===== src/rtl/cpu_types_pkg.sv =====
// cpu_types_pkg: shared word, RAM handshake and memory arbiter types
package cpu_types_pkg;
  typedef logic [31:0] word_t;
  typedef enum logic [1:0] {FREE, BUSY, ACCESS, ERROR} ramstate_t;
  typedef enum logic [1:0] {IDLE, GNT_I, GNT_D} arb_state_t;
  typedef enum logic {OWN_I, OWN_D} owner_t;
  localparam word_t ARB_BAD = 32'hBAD1BAD1;
endpackage


===== src/rtl/mem_arbiter.sv =====
// mem_arbiter: shares one variable-latency RAM port between instruction fetch and data paths
module mem_arbiter
  import cpu_types_pkg::*;
#(
  parameter int TIMEOUT = 64,
  parameter word_t BADWORD = ARB_BAD
) (
  input  logic        CLK,
  input  logic        RST,
  input  logic        iREN,
  input  logic [31:0] iaddr,
  output logic [31:0] iload,
  output logic        iwait,
  output logic        ierr,
  input  logic        dREN,
  input  logic        dWEN,
  input  logic [31:0] daddr,
  input  logic [31:0] dstore,
  output logic [31:0] dload,
  output logic        dwait,
  output logic        derr,
  output logic        ramREN,
  output logic        ramWEN,
  output logic [31:0] ramaddr,
  output logic [31:0] ramstore,
  input  logic [31:0] ramload,
  input  logic [1:0]  ramstate
);
  localparam int TW = $clog2(TIMEOUT);
  localparam logic [TW-1:0] TMAX = TW'(TIMEOUT - 1);
  arb_state_t state, nstate;
  owner_t last;
  word_t lat_addr, lat_data;
  logic lat_wen;
  logic [TW-1:0] tcnt;
  logic gnt_i, gnt_d, acc, oreq, abort, pick_d, pick_i;
  always_comb begin
    gnt_i = state == GNT_I;
    gnt_d = state == GNT_D;
    acc = ramstate == ACCESS;
    oreq = gnt_i ? iREN : dREN | dWEN;
    abort = (gnt_i | gnt_d) & oreq & !acc & (ramstate == ERROR | tcnt == TMAX);
    pick_d = (dREN | dWEN) & (!iREN | last == OWN_I);
    pick_i = iREN & !pick_d;
    nstate = state == IDLE ? (pick_d ? GNT_D : pick_i ? GNT_I : IDLE)
           : (!(gnt_i | gnt_d) | acc | abort | !oreq) ? IDLE : state;
  end
  always_ff @(posedge CLK) begin
    if (RST) begin
      state <= IDLE;
      last <= OWN_I;
      lat_addr <= '0;
      lat_data <= '0;
      lat_wen <= 1'b0;
      tcnt <= '0;
    end else begin
      state <= nstate;
      if (state == IDLE && nstate != IDLE) begin
        lat_addr <= pick_d ? daddr : iaddr;
        lat_data <= pick_d ? dstore : '0;
        lat_wen <= pick_d & dWEN;
      end
      if (state != IDLE && nstate == IDLE) last <= gnt_i ? OWN_I : OWN_D;
      // zero throughout IDLE, so every grant starts counting from 0
      tcnt <= state == IDLE ? '0 : tcnt == TMAX ? tcnt : tcnt + 1'b1;
    end
  end
  assign ramREN = (gnt_i | gnt_d) & !lat_wen;
  assign ramWEN = (gnt_i | gnt_d) & lat_wen;
  assign ramaddr = lat_addr;
  assign ramstore = lat_data;
  assign iload = gnt_i & acc ? ramload : BADWORD;
  assign dload = gnt_d & acc ? ramload : BADWORD;
  assign iwait = iREN & !(gnt_i & (acc | abort));
  assign dwait = (dREN | dWEN) & !(gnt_d & (acc | abort));
  assign ierr = gnt_i & abort;
  assign derr = gnt_d & abort;
endmodule

===== config.mk =====
export PLATFORM = sky130hd
export DESIGN_NAME = mem_arbiter
export DESIGN_NICKNAME = d
export VERILOG_FILES = /design/src/rtl/cpu_types_pkg.sv /design/src/rtl/mem_arbiter.sv
export SDC_FILE = /design/constraint.sdc
export NUM_CORES = 1
export LEC_CHECK = 0
export ABC_AREA = 0
export BUFFER_PORTS_ARGS = -buffer_cell sky130_fd_sc_hd__buf_4
export CAP_MARGIN = 20
export CORE_AREA = 2 2 104 106
export CTS_BUF_LIST = sky130_fd_sc_hd__clkbuf_16
export CTS_CLUSTER_SIZE = 14
export DETAILED_ROUTE_END_ITERATION = 12
export DIE_AREA = 0 0 106 108
export PLACE_DENSITY = 0.71
export RECOVER_POWER = 50
export SLEW_MARGIN = 10
export SYNTH_ARGS = -nofsm -noshare
export SYNTH_HDL_FRONTEND = slang
export SYNTH_SLANG_ARGS = --single-unit

===== constraint.sdc =====
create_clock -name CLK -period 2.5 [get_ports CLK]
set_input_delay 0.125 -clock CLK [delete_from_list [all_inputs] [get_ports CLK]]
set_output_delay 0.125 -clock CLK [all_outputs]
set_load 0.05 [all_outputs]

# Word level (Yosys, flattened, before mapping)
# Cells that the tools add are included.
[op_classes]
n_addsub = 1
mul = 0
div = 0
magnitude_cmp = 0
eq_ne = 5
shifts = 0
muxes = 10
n_bitwise = 25
n_reduce_logical = 15
[op_table]
columns = ["cell", "n"]
rows = [
  ["$mux W32", 4],
  ["$and A1 B1 Y1", 16],
  ["$logic_not A1 Y1", 8],
  ["$or A1 B1 Y1", 8],
  ["$add A6 B1 Y6 const B", 1],
  ["$eq A2 B2 Y1 const B", 3],
  ["$eq A6 B6 Y1 const B", 1],
  ["$mux W2", 3],
  ["$logic_not A2 Y1", 2],
  ["$reduce_bool A2 Y1", 2],
  ["$mux W1", 3],
  ["$eq A2 B1 Y1 const B", 1],
  ["$logic_and A1 B1 Y1", 2],
  ["$reduce_or A2 Y1", 1],
  ["$not A1 Y1", 1],
]
[word_totals]
register_bits = 74
latchBits = 0
ramBits = 0
rom_bits = 0
input_bits = 135
word_cells = 62
n_memories = 0

# Logic depth before layout (Yosys ltp)
# Gate-level depths: netlist of run 1.
[logic_depth]
word_depth = 11
ltp_mapped = 7
depth_no_buf = 6

# Worst setup path before layout of run 1
# No wires, ideal clock.
[synth_timing]
path_type = "register to output"
from = "register state[0]"
to = "output port dwait"
arrival_ns = 2.410
required_time_ns = 2.375
slack_ns = -0.035
path_stages_with_launch = 7
path_cell_list = "dfxtp_1 inv_1 ha_1 and2_1 clkbuf_1 buf_2 a311oi_1"
[synth_via]
elab_chain_cells = 9
[synth_rtl]
columns = ["item", "line_no", "text"]
rows = [
  ["start, declared", "mem_arbiter.sv:31", "arb_state_t state, nstate;"],
  ["start signal, assigned", "mem_arbiter.sv:57", "state <= nstate;"],
  ["$eq A2 B1 Y1 or $eq A2 B2 Y1 (tied branches)", "mem_arbiter.sv:38, mem_arbiter.sv:39", ""],
  ["$or A1 B1 Y1 or $mux W1 (tied branches)", "mem_arbiter.sv:42, mem_arbiter.sv:41", ""],
  ["$and A1 B1 Y1 (3 in a row)", "mem_arbiter.sv:42", "abort = (gnt_i | gnt_d) & oreq & !acc & (ramstate == ERROR | tcnt == TMAX);"],
  ["$or A1 B1 Y1", "mem_arbiter.sv:75", "assign dwait = (dREN | dWEN) & !(gnt_d & (acc | abort));"],
  ["$and A1 B1 Y1 *", "mem_arbiter.sv:75", ""],
  ["$logic_not A1 Y1 *", "mem_arbiter.sv:75", ""],
  ["$and A1 B1 Y1 *", "mem_arbiter.sv:75", ""],
  ["end, declared", "mem_arbiter.sv:20", "output logic dwait,"],
]
# Mark *: on every way between the ends. The rest lies on a longest branch, timed or not.

# Worst setup path after layout of run 1
[layout_timing]
from = "register state[1]"
to = "output port derr"
[layout_via]
elab_chain_cells = 6
[layout_rtl]
columns = ["item", "line_no", "text"]
rows = [
  ["$eq A2 B1 Y1 or $eq A2 B2 Y1 (tied branches)", "mem_arbiter.sv:38, mem_arbiter.sv:39", ""],
  ["$or A1 B1 Y1 or $mux W1 (tied branches)", "mem_arbiter.sv:42, mem_arbiter.sv:41", ""],
  ["$and A1 B1 Y1 (3 in a row)", "mem_arbiter.sv:42", ""],
  ["$and A1 B1 Y1 *", "mem_arbiter.sv:77", "assign derr = gnt_d & abort;"],
  ["end, declared", "mem_arbiter.sv:21", "output logic derr,"],
]
# Marks and branches as above.

==> results of run 1 <==
## through the flow
step	instances	power (mW)	worst slack, ns	util	cell area [um^2]
finish	790	4.524	0.2429	0.5696	5828
global route	790	4.756	0.08102	0.5696	5828
CTS	790	4.731	0.08867	0.5994	6132
detailed placement	775	3.270	0.4382	0.5668	5799
global placement	774	3.219	0.5403	0.5654	5784
floorplan	398	2.711	0.4353	-	3722
## worst paths after layout
| check | to | cells past startpoint | startpoint | slack [ns] |
|---|---|---|---|---|
| worst min-delay path | ramstore[10] | 3 | dstore[10] | 0.04 |
| worst max register to register | ramaddr[13] | 8 | state[0] | 0.47 |
| worst min register to register | ramaddr[0] | 2 | ramaddr[0] | 0.50 |
| worst max-delay path | derr | 6 | state[1] | 0.24 |
## per-layer routing
metal  up-vias  wire (um)
met1      1738       4924
met2       160       5643
met5         -          0
met4         0        119
li1       1915          -
met3        11        954
## worst max-delay path, stage by stage (launching register included)
cell      delay, ns
dfxtp_1        0.35
inv_1          0.10
ha_2           0.39
nor3_1         0.12
a211oi_2       0.43
and3_1         0.22
buf_4          0.19
## synthesized netlist by cell type, types with 5 or more instances
cell type  count  area, um^2
buf_2          5       25.02
and2_1         5       31.28
nor2_1        73       274.0
clkbuf_1      19       71.32
mux2i_1       34       340.3
nand2b_1      37       231.5
a211oi_2      29       362.9
and3_1        29       181.4
a22oi_1       33       247.7
dfxtp_1       74        1481
buf_4          8       60.06
a211oi_1       5       37.54
## final cells by class
type	count	share of cell area
multi-input combinational	283	0.3467
timing repair buffer	277	0.3096
tap	136	0.02920
clock buffer	9	0.03864
inverter	5	0.003220
clock inverter	6	0.01846
sequential	74	0.2542
## state kept, by name, summed over array words and instances (netlist names)
signal and cells:
last 1, lat_wen 1, state 2, ramaddr 32, tcnt 6, ramstore 32
## what timing repair did
item                                   CTS  global route
setup endpoints to repair                0             2
endpoints found under the hold margin    0             0
gates resized for setup                  0             1
## where the power goes
group | switching (mW) | internal (mW) | total (mW)
logic | 1.16 | 0.504 | 1.67
registers | 0.0871 | 1.34 | 1.43
clock network | 0.465 | 0.965 | 1.43
total | 1.71 | 2.81 | 4.52
## logic make-up (layout without fill, tap and decap cells)
family                     after synthesis  in the layout  synth area share
and+or+nand+nor                        160            160            0.2169
AOI/OAI and AO/OA                       83             83            0.2145
DFF                                     74             74            0.3993
buffers and inverters                   41            297           0.05936
muxes                                   34             34           0.09174
adders and majority gates                4              4           0.01349
xor gates and xnor gates                 2              2          0.004723
## cell usage in the layout (no fill, tap or decap), types with 2 or more instances in the layout
cell type	instances
a211oi_1	5
a211oi_2	29
a21oi_1	5
a22oi_1	33
a311oi_2	2
a41oi_1	2
and2_1	5
and3_1	29
buf_4	196
bufinv_16	3
clkbuf_1	78
clkbuf_16	9
dfxtp_1	74
ha_1	3
inv_1	5
mux2i_1	34
nand2_1	4
nand2b_1	37
nand3_1	2
nor2_1	73
nor2b_1	2
nor3_1	3
o211ai_1	2
==> results by group, run 1 <==
Synth
  – Ys Warns: 0
  – Post-Syn Nets: 537
  – Synth Cell Area: 3710 um^2
  – Top FF cell, synth: dfxtp_1
  – Average footprint of a synthesized cell: 9.321 um^2
  – Sequential share of the synthesized area: 0.3993
  – Synthesis-stage register bit count: 74
  – Gate Count Post-Synth: 398
  – Fraction of registers with async set/reset: 0
  – Synth cell types: 37
  – Post-synth EDFFs: 0

Worst setup path
  – Crit Path Max Fanout: 21
  – Startpoint Class: register
  – Crit path DAT: 2.13 ns
  – CP Class: register to output pin
  – Crit path required time: 2.38 ns
  – Setup crit end kind: output pin

Global routing
  – Vias in the first global route: 3515
  – GR peak layer: met2
  – Initial antenna violation count: 0
  – First-pass GRT wire length: 17530 um
  – GRT met2 Usage: 0.3134
  – Total GRT Usage: 0.1890
  – Total gr overflow: 0
  – Met1 usage: 0.2369
  – Pin count of the biggest net entering global routing: 65
  – GR Layer Usage met3: 0.05847

Clock network
  – CTS sink cnt: 74
  – CTS Root Cell: clkbuf_16
  – CTS tree: done
  – Reg clk slew, reported paths: 0.06 ns
  – H-tree levels: 3
  – Max Root-Sink Buffers: 2
  – Post-CTS Setup Bufs: 0
  – # hold bufs at CTS: 0
  – Clk_lat worst skew: 0.32 ns
  – Total CTS buffers: 9

STA
  – Final hold violation count: 0
  – Final Hold Slack: 0.04229 ns
  – Fmax: 0.4430 GHz
  – Total Neg Setup Slack: 0 ns
  – Post-layout min period: 2.257 ns
  – Fin. max-slew vios: 0
  – Final setup viols: 0
  – Period utilization: 0.9028
  – Slew @ Worst Pin: 0.6858 ns
  – RSZ-0062 raised after global routing: false
  – Setup Skew: 0.004830 ns
  – Slew headroom: 0.5428

Die
  – Row Count: 37
  – Die height: 108 um
  – IO Count: 269
  – Die area: 11450 um^2
  – DIE WIDTH: 106 um
  – Total core area: 10230 um^2
  – Starting Density: 0.3626

Routing
  – Routed vias: 3824
  – Routed len/inst: 14.74 um
  – Via density: 4.841
  – Antenna-violating nets left: 0
  – 1st-iter DRT viols: 229
  – DR pass1 iterations: 5
  – Detailed Route WL: 11640 um
  – DRC Markers: 0

Worst hold path
  – Worst hold path class: input pin to register

Finish
  – Multi-input gate area: 2021 um^2
  – Area grow syn2layout: 57.10%
  – N_diodes: 0
  – Reg area: 1481 um^2
  – Layout net count: 789
  – Share of cells above drive strength 1: 0.3792
  – # fillers: 1001

Placement
  – Port Buffers: 268
  – Dpl hpwl: 8953 um
  – RD Place Congestion: 0.8766

Power and ir drop
  – Max IR drop VDD: 401.1 uV
  – Leakage power total: 2.685 nW
  – PwrDens: 776.3 nW/um^2

Outcome
  – Outcome: complete, no violations

Run
  – Max_cap viols: 0
No activity file was read; power rests on OpenSTA's default activity.
==> run 2: changes to the inputs <==
REMOVE_ABC_BUFFERS = 1   (was not set)
==> run 2 against run 1 <==
Compared with the run above: sequential cell count unchanged; power down 3.4%; via count up 2.2%; register-to-register slack worse by 0.15 ns; design area down 1.6%; sequential power about the same; critical path depth unchanged; core utilization down 0.92 points; final cell count unchanged; routed wire length up 4.7%; clock skew up 0.0047 ns; non-clock buffer count down 1.
==> results by group, run 2 (synthesized netlist as in run 1, its figures left out) <==
Worst setup path
  – Crit Reg-Reg Startpoint: state[1] (was state[0])
  – R2R Path End: ramstore[24] (was ramaddr[13])
  – Crit path required time: 2.38 ns (about the same)
  – Flop2flop setup slack: 0.32 ns (was 0.47 ns)
  – Crit path DAT: 2.18 ns (was 2.13 ns)
  – Startpoint Class: register (unchanged)
  – Worst R2R Path Depth: 5 (was 8)
  – CP Class: register to output pin (unchanged)
  – Setup crit end kind: output pin (unchanged)
  – Crit Path Max Fanout: 21 (unchanged)

STA
  – Final setup viols: 0 (unchanged)
  – Setup Skew: 0.009484 ns (was 0.004830 ns)
  – Post-layout min period: 2.306 ns (was 2.257 ns)
  – RSZ-0062 raised after global routing: false (unchanged)
  – Final worst slack: 0.1938 ns (was 0.2429 ns)
  – Fmax: 0.4336 GHz (was 0.4430 GHz)
  – Final hold violation count: 0 (unchanged)
  – Total Neg Setup Slack: 0 ns (unchanged)
  – Period utilization: 0.9225 (was 0.9028)
  – Slew headroom: 0.1560 (was 0.5428)
  – Fin. max-slew vios: 0 (unchanged)
  – Slew @ Worst Pin: 1.266 ns (was 0.6858 ns)

Clock network
  – Clk_lat worst skew: 0.33 ns (was 0.32 ns)
  – Total CTS buffers: 9 (unchanged)
  – CTS Root Cell: clkbuf_16 (unchanged)
  – Max Root-Sink Buffers: 2 (unchanged)
  – H-tree levels: 3 (unchanged)
  – CTS tree: done (unchanged)
  – CTS sink cnt: 74 (unchanged)
  – Post-CTS Setup Bufs: 0 (unchanged)
  – Reg clk slew, reported paths: 0.06 ns (about the same)

Die
  – Row Count: 37 (unchanged)
  – Total core area: 10230 um^2 (unchanged)
  – IO Count: 269 (unchanged)
  – Die height: 108 um (unchanged)
  – Starting Density: 0.3626 (unchanged)
  – DIE WIDTH: 106 um (unchanged)
  – Die area: 11450 um^2 (unchanged)

Global routing
  – Initial antenna violation count: 1 (was 0)
  – Total gr overflow: 0 (unchanged)
  – Vias in the first global route: 3771 (was 3515)
  – Total GRT Usage: 0.1984 (was 0.1890)
  – Pin count of the biggest net entering global routing: 65 (unchanged)
  – First-pass GRT wire length: 18250 um (was 17530 um)

Finish
  – Most common cell after layout, fill and taps aside: buf_4 (unchanged)
  – Area grow syn2layout: 54.57% (was 57.10%)
  – Post-Layout Cell Count: 790 (unchanged)
  – Most frequent cells in the layout: buf_4, clkbuf_1, dfxtp_1 (unchanged)
  – N_diodes: 0 (unchanged)
  – Layout net count: 788 (was 789)
  – # fillers: 1007 (was 1001)
  – Fin area: 5734 um^2 (was 5828 um^2)
  – Share of cells above drive strength 1: 0.3578 (was 0.3792)

Power and ir drop
  – Comb power frac: 0.380 (was 0.368)
  – Sw Share: 0.4017 (was 0.3788)
  – Seq pwr share: 0.327 (was 0.316)
  – Leakage power total: 2.600 nW (was 2.685 nW)
  – Int Pwr: 2.614 mW (was 2.811 mW)
  – Clock power frac: 0.293 (was 0.316)
  – Max IR drop VDD: 502.0 uV (was 401.1 uV)
  – Overall Power: 4.369 mW (was 4.524 mW)
  – Switching power: 1.755 mW (was 1.714 mW)
  – PwrDens: 762.0 nW/um^2 (was 776.3 nW/um^2)

Worst hold path
  – Hold path depth: 3 (unchanged)
  – Worst hold path class: input pin to register (unchanged)
  – WHS Endpoint: ramstore[4] (was ramstore[10])
  – Hold path start: dstore[4] (was dstore[10])

Routing
  – DR pass1 iterations: 4 (was 5)
  – Routed vias: 3908 (was 3824)
  – Antenna-violating nets left: 0 (unchanged)
  – Routed len/inst: 15.42 um (was 14.74 um)
  – Detailed Route WL: 12180 um (was 11640 um)
  – DRC Markers: 0 (unchanged)
  – 1st-iter DRT viols: 175 (was 229)
  – Via density: 4.947 (was 4.841)

Placement
  – DP Area: 5772 um^2 (was 5799 um^2)
  – Dpl hpwl: 9641 um (was 8953 um)
  – Dpl ws: 0.3646 ns (was 0.4382 ns)
  – RD Place Congestion: 0.7346 (was 0.8766)
  – Cell count after placement: 774 (was 775)
  – Port Buffers: 268 (unchanged)

Run
  – Max_cap viols: 0 (unchanged)

Outcome
  – Outcome: complete, no violations (unchanged)
## run 2: changes by cell type in the layout (fill, tap and decap cells not counted), moves of 2 or more
| cell | delta |
|---|---|
| a311oi_2 | -2 |
| bufinv_16 | -2 |
| buf_4 | -12 |
| a311oi_1 | +2 |
| inv_6 | +2 |
| clkbuf_1 | +13 |
## run 2: layer usage
metal,wire [um],share of wire,global-route usage,vias up
li1,-,-,-,1912
met1,4522,0.37,0.2128,1821
met2,6633,0.54,0.3811,161
met3,880,0.072,0.05244,12
met4,135,0.011,0.05827,2
met5,13,0.0011,0,-
## run 2: cell type report
cell class                 instances  area [um^2]  share of cell area
inverter                           5        18.77            0.003273
clock buffer                       9        225.2             0.03928
timing repair buffer             276         1743              0.3039
sequential                        74         1481              0.2583
clock inverter                     7        76.32             0.01331
multi-input combinational        283         2019              0.3522
tap                              136        170.2             0.02967
## run 2: metrics by stage
step             util  hold WS (ns)
2_1_floorplan       -        0.1896
3_3_place_gp   0.5641        0.3573
3_5_place_dp   0.5641        0.3674
4_1_cts        0.5936       0.02230
5_1_grt        0.5605       0.03219
6_report       0.5605       0.02709
## run 2: how the worst max path moves through the flow
stage	from	end	depth (start not counted)
floorplan	state[1]	dwait	5
global placement	state[1]	dwait	6
detailed placement	state[1]	ramstore[17]	5
CTS	state[1]	dwait	6
global route	state[1]	dwait	6
finish	state[1]	dwait	6
## run 2: repair_timing
action	CTS	global route
hold buffers	0	0
endpoints found under the setup margin	0	2
resized for setup	0	1
## run 2: power by group through the flow
stage	Clock [mW]	Sequential (mW)	Combinational, mW
final	1.28	1.43	1.66
after CTS	1.30	1.44	1.81
after detailed placement	0	1.46	1.81
after floorplan	0	1.96	0.661
after global routing	1.36	1.45	1.76
after global placement	0	1.45	1.77
## run 2: critical path: stages (launching register included)
cell	delay, ns
dfxtp_1	0.40
inv_1	0.09
ha_2	0.29
nor3_1	0.32
a211oi_2	0.14
a311oi_1	0.36
buf_4	0.26
==> run 3: changes to the inputs <==
clock period = 2.9 ns   (was 2.5 ns; I/O delays follow)
==> run 3 against run 2 <==
Compared with the run above: clock power decreased by 9%; final cell count decreased by 0.51%; die area unchanged; sequential power decreased by 14%; count of clock-buffer cells in the layout unchanged; power decreased by 12%; routed wire length decreased by 0.12%; via count about the same; first-iteration DRC count increased by 29%; combinational power decreased by 14%; largest cell class unchanged.
==> results by group, run 3 (synthesized netlist as in run 1, its figures left out) <==
Outcome
  – Outcome: complete, no violations (unchanged)

Worst setup path
  – Crit path required time: 3.14 ns (was 2.38 ns)
  – Crit path DAT: 2.74 ns (was 2.18 ns)
  – Crit path top cell by count: inv_1
  – CP max stage delay: 0.98 ns (was 0.40 ns)
  – Slowest stage cell, crit path: buf_2 (was dfxtp_1)
  – Crit Path Max Fanout: 64 (was 21)
  – Startpoint Class: register (unchanged)
  – CP Class: register to register (was register to output pin)
  – CP Cell Sequence: inv_1 -> ha_1 -> inv_1 -> a21oi_4 -> buf_2 -> nor2_1 -> a211oi_2 (was inv_1 -> ha_2 -> nor3_1 -> a211oi_2 -> a311oi_1 -> buf_4)
  – Setup crit end kind: register (was output pin)

STA
  – Setup Skew: 0.003666 ns (was 0.009484 ns)
  – RSZ-0062 raised after global routing: false (unchanged)
  – Slew @ Worst Pin: 1.295 ns (was 1.266 ns)
  – Final setup viols: 0 (unchanged)
  – Total Neg Setup Slack: 0 ns (unchanged)
  – Slew headroom: 0.1365 (was 0.1560)
  – Period utilization: 0.8622
  – Fin. max-slew vios: 0 (unchanged)
  – Final Hold Slack: 0.05266 ns (was 0.02709 ns)
  – Final hold violation count: 0 (unchanged)
  – Post-layout min period: 2.500 ns
  – Fmax: 0.4000 GHz

Global routing
  – Total gr overflow: 0 (unchanged)
  – Initial antenna violation count: 1 (unchanged)
  – Total GRT Usage: 0.1969 (was 0.1984)
  – First-pass GRT wire length: 18090 um (was 18250 um)
  – Vias in the first global route: 3721 (was 3771)
  – Pin count of the biggest net entering global routing: 65 (unchanged)

Worst hold path
  – Worst hold path class: input pin to register (unchanged)

Routing
  – DRC Markers: 0 (unchanged)
  – Antenna-violating nets left: 0 (unchanged)
  – Routed len/inst: 15.48 um (was 15.42 um)
  – 1st-iter DRT viols: 225 (was 175)
  – Routed vias: 3905 (was 3908)
  – Detailed Route WL: 12170 um (was 12180 um)
  – DR pass1 iterations: 4 (unchanged)
  – Via density: 4.968 (was 4.947)

Clock network
  – H-tree levels: 3 (unchanged)
  – Clk_lat worst skew: 0.33 ns (about the same)
  – # hold bufs at CTS: 0 (unchanged)
  – Post-CTS Setup Bufs: 0 (unchanged)
  – CTS Root Cell: clkbuf_16 (unchanged)
  – CTS sink cnt: 74 (unchanged)
  – Reg clk slew, reported paths: 0.06 ns (about the same)
  – CTS tree: done (unchanged)
  – Max Root-Sink Buffers: 2 (unchanged)
  – Total CTS buffers: 9 (unchanged)
  – Cts repair resizes: 0 (unchanged)

Die
  – Row Count: 37 (unchanged)
  – Die height: 108 um (unchanged)
  – DIE WIDTH: 106 um (unchanged)
  – Die area: 11450 um^2 (unchanged)
  – IO Count: 269 (unchanged)
  – Total core area: 10230 um^2 (unchanged)
  – Starting Density: 0.3626 (unchanged)

Finish
  – Reg area: 1481 um^2 (unchanged)
  – N_diodes: 0 (unchanged)
  – Layout net count: 785 (was 788)
  – Post-Layout Cell Count: 786 (was 790)
  – Share of cells above drive strength 1: 0.3846 (was 0.3578)
  – # fillers: 982 (was 1007)
  – Most frequent cells in the layout: buf_4, dfxtp_1, nor2_1 (was buf_4, clkbuf_1, dfxtp_1)
  – Most common cell after layout, fill and taps aside: buf_4 (unchanged)
  – Area grow syn2layout: 55.92% (was 54.57%)
  – Multi-input gate area: 2017 um^2 (was 2019 um^2)

Placement
  – Cell count after placement: 771 (was 774)
  – Port Buffers: 268 (unchanged)
  – RD Place Congestion: 0.8122 (was 0.7346)
  – Dpl hpwl: 9616 um (was 9641 um)

Power and ir drop
  – Leakage power total: 2.676 nW (was 2.600 nW)
  – Max IR drop VDD: 357.5 uV (was 502.0 uV)
  – PwrDens: 661.2 nW/um^2 (was 762.0 nW/um^2)
  – Overall Power: 3.825 mW (was 4.369 mW)

Run
  – Max_cap viols: 0 (unchanged)
[run 3: final timing paths]
check | depth (start not counted) | from | endpoint | slack [ns]
worst max-delay path | 7 | state[1] | ramaddr[6] | 0.40
worst min-delay path | 3 | dstore[3] | ramstore[3] | 0.05
worst max register to register | 7 | state[1] | ramaddr[6] | 0.40
worst min register to register | 2 | ramaddr[2] | ramaddr[2] | 0.50
[run 3: worst max-delay path, delay by kind of cell (launching register included)]
kind | cells | cell delay [ns]
DFF | 1 | 0.35
AOI/OAI and AO/OA | 2 | 0.37
buffers and inverters | 3 | 1.22
adders and majority gates | 1 | 0.31
and+or+nand+nor | 1 | 0.14
[run 3: final cells by class]
type	count	share of cell area
clock buffers	9	0.03894
clock inverters	6	0.01579
inverters	5	0.003245
multi-input cells	283	0.3487
flip-flops and latches	74	0.2561
well taps	136	0.02942
repair buffers	273	0.3078
[run 3: power breakdown]
part	total [mW]	internal [mW]	switching (mW)
Combinational	1.42	0.423	1.00
Sequential	1.23	1.16	0.0774
Clock	1.17	0.752	0.416
[run 3: per-stage QoR]
step,cell area [um^2],utilization,setup slack [ns]
final,5784,0.5654,0.3997
after global routing,5784,0.5654,0.1369
after CTS,6066,0.5929,0.4389
after detailed placement,5749,0.5619,0.7601
after global placement,5749,0.5619,0.8812
after floorplan,3508,-,0.3486
[run 3: metal layers]
metal  global-route usage  wire length, um
met1               0.2105             4406
met2               0.3622             6497
met3              0.05666              938
met4              0.08553              318
met5                    0                8
